==> src/rtl/spi_shift_master.sv <==
// SPI master shift engine: one full-duplex DATA_W-bit transfer per go edge.
// sclk and ss_n are derived from clk through an internal divider.
module spi_shift_master #(
   parameter int DATA_W  = 32,
   parameter int CLK_DIV = 4,
   parameter bit CPOL    = 1'b0,
   parameter bit CPHA    = 1'b0
) (
   input  logic              clk,
   input  logic              reset_n,
   input  logic              go_transfer,
   input  logic [DATA_W-1:0] tx_data,
   output logic [DATA_W-1:0] rx_data,
   output logic              data_pack_ready,
   output logic              busy,
   output logic              sclk,
   output logic              ss_n,
   output logic              mosi,
   input  logic              miso
);

   localparam int EW   = $clog2(2 * DATA_W) + 1;
   localparam int DIVW = (CLK_DIV > 1) ? $clog2(CLK_DIV) : 1;
   localparam logic [EW-1:0]   LAST_EDGE = EW'(2 * DATA_W - 1);
   localparam logic [DIVW-1:0] DIV_MAX   = DIVW'(CLK_DIV - 1);

   typedef enum logic [2:0] {
      IDLE,
      SETUP,
      SHIFT,
      HOLD,
      DONE
   } state_t;

   state_t state, state_d;

   logic              go_q;
   logic [DIVW-1:0]   div;
   logic [EW-1:0]     edge_cnt;
   logic [DATA_W-1:0] tx_shift;
   logic [DATA_W-1:0] rx_shift;

   logic start;
   logic tick;
   logic leading;
   logic last_edge;
   logic toggle;
   logic sample;
   logic shift_out;
   logic finish;

   assign start     = go_transfer & ~go_q & (state == IDLE);
   assign tick      = (div == DIV_MAX);
   // edge_cnt holds toggles already made, so an even count means a leading edge is next
   assign leading   = ~edge_cnt[0];
   assign last_edge = (edge_cnt == LAST_EDGE);

   always_ff @(posedge clk or negedge reset_n) begin
      if (!reset_n) begin
         state <= IDLE;
      end else begin
         state <= state_d;
      end
   end

   always_comb begin
      state_d   = state;
      toggle    = 1'b0;
      sample    = 1'b0;
      shift_out = 1'b0;
      finish    = 1'b0;
      unique case (state)
         IDLE: begin
            if (start) state_d = SETUP;
         end
         SETUP: begin
            if (tick) begin
               toggle  = 1'b1;
               state_d = SHIFT;
            end
         end
         SHIFT: begin
            if (tick) begin
               toggle = 1'b1;
               if (last_edge) state_d = HOLD;
            end
         end
         HOLD: begin
            if (tick) begin
               finish  = 1'b1;
               state_d = DONE;
            end
         end
         DONE: begin
            state_d = IDLE;
         end
         default: begin
            state_d = IDLE;
         end
      endcase
      if (toggle) begin
         sample    = leading ^ CPHA;
         shift_out = CPHA ? leading : (~leading & ~last_edge);
      end
   end

   always_ff @(posedge clk or negedge reset_n) begin
      if (!reset_n) begin
         go_q            <= 1'b0;
         div             <= '0;
         edge_cnt        <= '0;
         tx_shift        <= '0;
         rx_shift        <= '0;
         rx_data         <= '0;
         data_pack_ready <= 1'b0;
         busy            <= 1'b0;
         sclk            <= CPOL;
         ss_n            <= 1'b1;
         mosi            <= 1'b0;
      end else begin
         go_q            <= go_transfer;
         data_pack_ready <= 1'b0;
         if (start) begin
            busy     <= 1'b1;
            ss_n     <= 1'b0;
            div      <= '0;
            edge_cnt <= '0;
            rx_shift <= '0;
            tx_shift <= CPHA ? tx_data : {tx_data[DATA_W-2:0], 1'b0};
            if (!CPHA) mosi <= tx_data[DATA_W-1];
         end
         if (state inside {SETUP, SHIFT, HOLD}) begin
            div <= tick ? '0 : div + 1'b1;
         end
         if (toggle) begin
            sclk     <= ~sclk;
            edge_cnt <= edge_cnt + 1'b1;
         end
         if (sample) begin
            rx_shift <= {rx_shift[DATA_W-2:0], miso};
         end
         if (shift_out) begin
            mosi     <= tx_shift[DATA_W-1];
            tx_shift <= {tx_shift[DATA_W-2:0], 1'b0};
         end
         if (finish) begin
            ss_n            <= 1'b1;
            data_pack_ready <= 1'b1;
            rx_data         <= rx_shift;
         end
         if (state == DONE) begin
            busy     <= 1'b0;
            edge_cnt <= '0;
         end
      end
   end

endmodule
==> config.mk <==
export PLATFORM = sky130hd
export DESIGN_NAME = spi_shift_master
export DESIGN_NICKNAME = d
export VERILOG_FILES = /design/src/rtl/spi_shift_master.sv
export SDC_FILE = /design/constraint.sdc
export NUM_CORES = 1
export LEC_CHECK = 0
export BUFFER_PORTS_ARGS = -buffer_cell sky130_fd_sc_hd__buf_2
export CORE_AREA = 2 2 77 135
export DETAILED_ROUTE_END_ITERATION = 16
export DIE_AREA = 0 0 79 137
export PLACE_DENSITY = 0.8
export REMOVE_ABC_BUFFERS = 1
export SYNTH_ARGS = -nofsm -noshare
export SYNTH_HDL_FRONTEND = slang
export SYNTH_SLANG_ARGS = --single-unit
export TNS_END_PERCENT = 50
==> constraint.sdc <==
create_clock -name clk -period 2.2 [get_ports clk]
set_clock_uncertainty 0.2 [all_clocks]
set_input_delay 0.11 -clock clk [delete_from_list [all_inputs] [get_ports clk]]
set_output_delay 0.11 -clock clk [all_outputs]
set_load 0.02 [all_outputs]
==> results.cfg <==
[timing]
fin_crit_ns = 2.18
min_period_over_period_pct = 99.1
worst_pin_slew_ns = 0.691
clock.fmax_mhz = 459
setup_violations = 0
setup-tns-final_ns = 0
drv_slew = 0
maxSlewHeadroom_pct = 53.9
hold_violations = 0

[grt]
antenna_found_initial = 0
grt_use_met1_pct = 23.3
grtUsageMet2_pct = 40.5
grt_max_degree = 66
globalRouteOverflowTotal = 0
grt_pass1_vias = 3830
gr-max-usage-layer = met2
grt_pass1_wl_mm = 18.1
grt_usage_pct = 21.9
use_met3_pct = 4.88

[pwr]
switchingPower_mw = 2.78
intPower_mw = 5.78
leakagePower_nw = 3.15
ir_drop_v = 0.000645
power_frac_comb_pct = 27.7
clkPwrFrac_pct = 31.5
cellPowerDensity_mw_per_mm2 = 1340
switching_share_pct = 32.5
power_frac_seq_pct = 40.8

[drt]
drc = 0
finalWirelength_mm = 11.3
postRouteAntennaNets = 0
routedWlPerCell_microns = 15.9
drt-vias-per-instance = 5.10
dr.pass1.iters = 5
drt_iter0_drc = 206
vias = 3633

[critical_path]
ff2ff_path_depth = 7
max_stage_delay_ns = 0.39
worstPathRequired_ns = 2.28
start_kind = register
worstReg2RegEnd = tx_shift[6]
timing.reg2reg.setup_slack_ns = 0.02
slowest_stage = dfrtp_1
critPathMaxFanout = 8
rr_startpoint = edge_cnt[1]
path_cells = ha_2 -> and3_1 -> and4b_1 -> nor3b_4 -> buf_4 -> buf_6 -> mux2_1
cp-end-kind = register
crit_arrival_ns = 2.26
path_class = register to register

[floorplanning]
dieWidth_microns = 79
initial_core_util_pct = 50.2
die_area_sq_mm = 0.0108
rows = 48
core_sq_mm = 0.00973
die_height_microns = 137
io_pins = 73

[synthesis]
ys_types = 38
synth_area_sq_mm = 0.00488
syn-instance-count = 458
synth_ff_type = dfrtp_1
syn_avg_cell_area_sq_um = 10.7
async_reset_ff_share_pct = 100
ys_seq_area_share_pct = 58.0
synth_enable_flop_cells = 0
yosysWarnings = 0
synth_seq_cells = 113

[job]
max-cap-violations = 0

[placement]
io_buffers = 72
dp_hpwl_mm = 6.58
placed_area_sq_mm = 0.00541
gp_congestion = 0.882

[layout]
drive_gt1_share_pct = 30.2
regArea_sq_mm = 0.00283
multi_input_area_sq_mm = 0.00190
antennaDiodeCount = 0
nets = 613
postLayoutCellArea_sq_mm = 0.00641
area_delta_synth_final_pct = 31.3
fillers = 740

[clock_tree]
cts.sinks = 113
numCtsBuffers = 17
clk_pin_slew_worst_paths_ns = 0.06
insertion_delay_ns = 0.41
cts.htree.levels = 4
cts_tree = done
cts_root_buf = clkbuf_16
cts_max_path_buffers = 2

[status]
status = finished, final reports clean

[min_path]
hold_path.class = input pin to asynchronous set/reset pin
## how the worst max path moves through the flow
stage,from,end,cells after the start
3_3_place_gp,edge_cnt[0],mosi,6
3_5_place_dp,edge_cnt[1],mosi,6
4_1_cts,edge_cnt[1],tx_shift[23],6
6_report,edge_cnt[1],tx_shift[6],7
2_1_floorplan,div[0],rx_shift[0],4
5_1_grt,edge_cnt[1],tx_shift[6],7
## cell families (layout without fill, tap and decap cells)
family          after synthesis  in the layout  synth area share, %
simple gates                196            196                 16.6
buf+inv                      29            158                 3.33
mux                          66             66                 15.2
xor+xnor                      5              5                 1.05
fa+ha+maj                     2              2                0.513
flops                       113            113                 58.0
compound gates               47             47                 5.33
## registers in the layout, summed over array words and instances, names as in the netlist
signal,flops
rx_data,32
state,3
busy,1
ss_n,1
edge_cnt,7
rx_shift,32
go_q,1
div,2
mosi,1
tx_shift,31
sclk,1
data_pack_ready,1
## per-layer routing
metal,share of wire (%),routed length (microns)
met1,37,4220
met2,58,6580
met3,3.2,367
met4,1.5,165
met5,0,0
## critical path, delay by kind of cell, from the launching register on
kind | cells | cell delay [ns]
fa+ha+maj | 1 | 0.19
buf+inv | 2 | 0.32
flops | 1 | 0.39
mux | 1 | 0.36
simple gates | 3 | 0.59
## power by group through the flow
| stage | clock, mW | sequential (mW) | combinational, mW |
|---|---|---|---|
| final | 2.70 | 3.49 | 2.37 |
| after global routing | 2.84 | 3.58 | 2.63 |
| after CTS | 2.73 | 3.46 | 2.35 |
| after detailed placement | 0 | 3.47 | 2.26 |
| after global placement | 0 | 3.43 | 2.12 |
| after floorplan | 0 | 3.55 | 1.34 |
## timing repair
action	CTS	global route
gates resized for setup	0	4
hold buffers	35	0
buffers inserted	0	2
endpoints found under the hold margin	84	0
setup endpoints to repair	0	31
## Yosys cell counts, drive strengths merged (2+ instances only)
master  count  area, sq um
xnor2       3         26.3
a21o        4         30.0
nand3       4         20.0
dfrtp     112         2800
buf        20          129
a21oi       4         20.0
nand2b      2         12.5
mux2       65          732
ha          2         25.0
nand2     171          644
xor2        2         25.0
nor2        5         26.3
o21ai      35          175
nor3        5         25.0
inv         2         7.51
clkbuf      7         26.3
## final cells by class
type / count / area share (%)
Clock buffer: 21 / 7.50
Multi-Input combinational cell: 316 / 29.7
Timing Repair Buffer: 125 / 14.3
Clock inverter: 10 / 1.70
Tap cell: 125 / 2.44
Sequential cell: 113 / 44.2
Inverter: 2 / 0.117
## per-stage QoR
stage	hold WS, ns	setup WS (ns)	utilization [%]	total power, mW	std cells
after CTS	0.105	0.00388	65.3	8.54	708
after global routing	0.147	-0.0528	65.9	9.05	712
final	0.0817	0.0203	65.9	8.56	712
after floorplan	-0.386	-2.09	-	4.90	431
after global placement	-0.0364	0.0873	55.6	5.55	642
after detailed placement	-0.0140	0.0262	55.6	5.73	642
## cells in the final DEF, fill, tap and decap left out, types with 5 or more instances in the layout
cell type,Yosys,layout
clkinv_2,0,5
buf_2,10,71
buf_4,3,13
clkbuf_16,0,18
dlygate4sd3_1,0,35
o21ai_0,35,35
dfrtp_1,112,110
nand2_1,170,170
mux2_1,21,20
mux2_2,44,45
(Power assumes the default switching activity.)
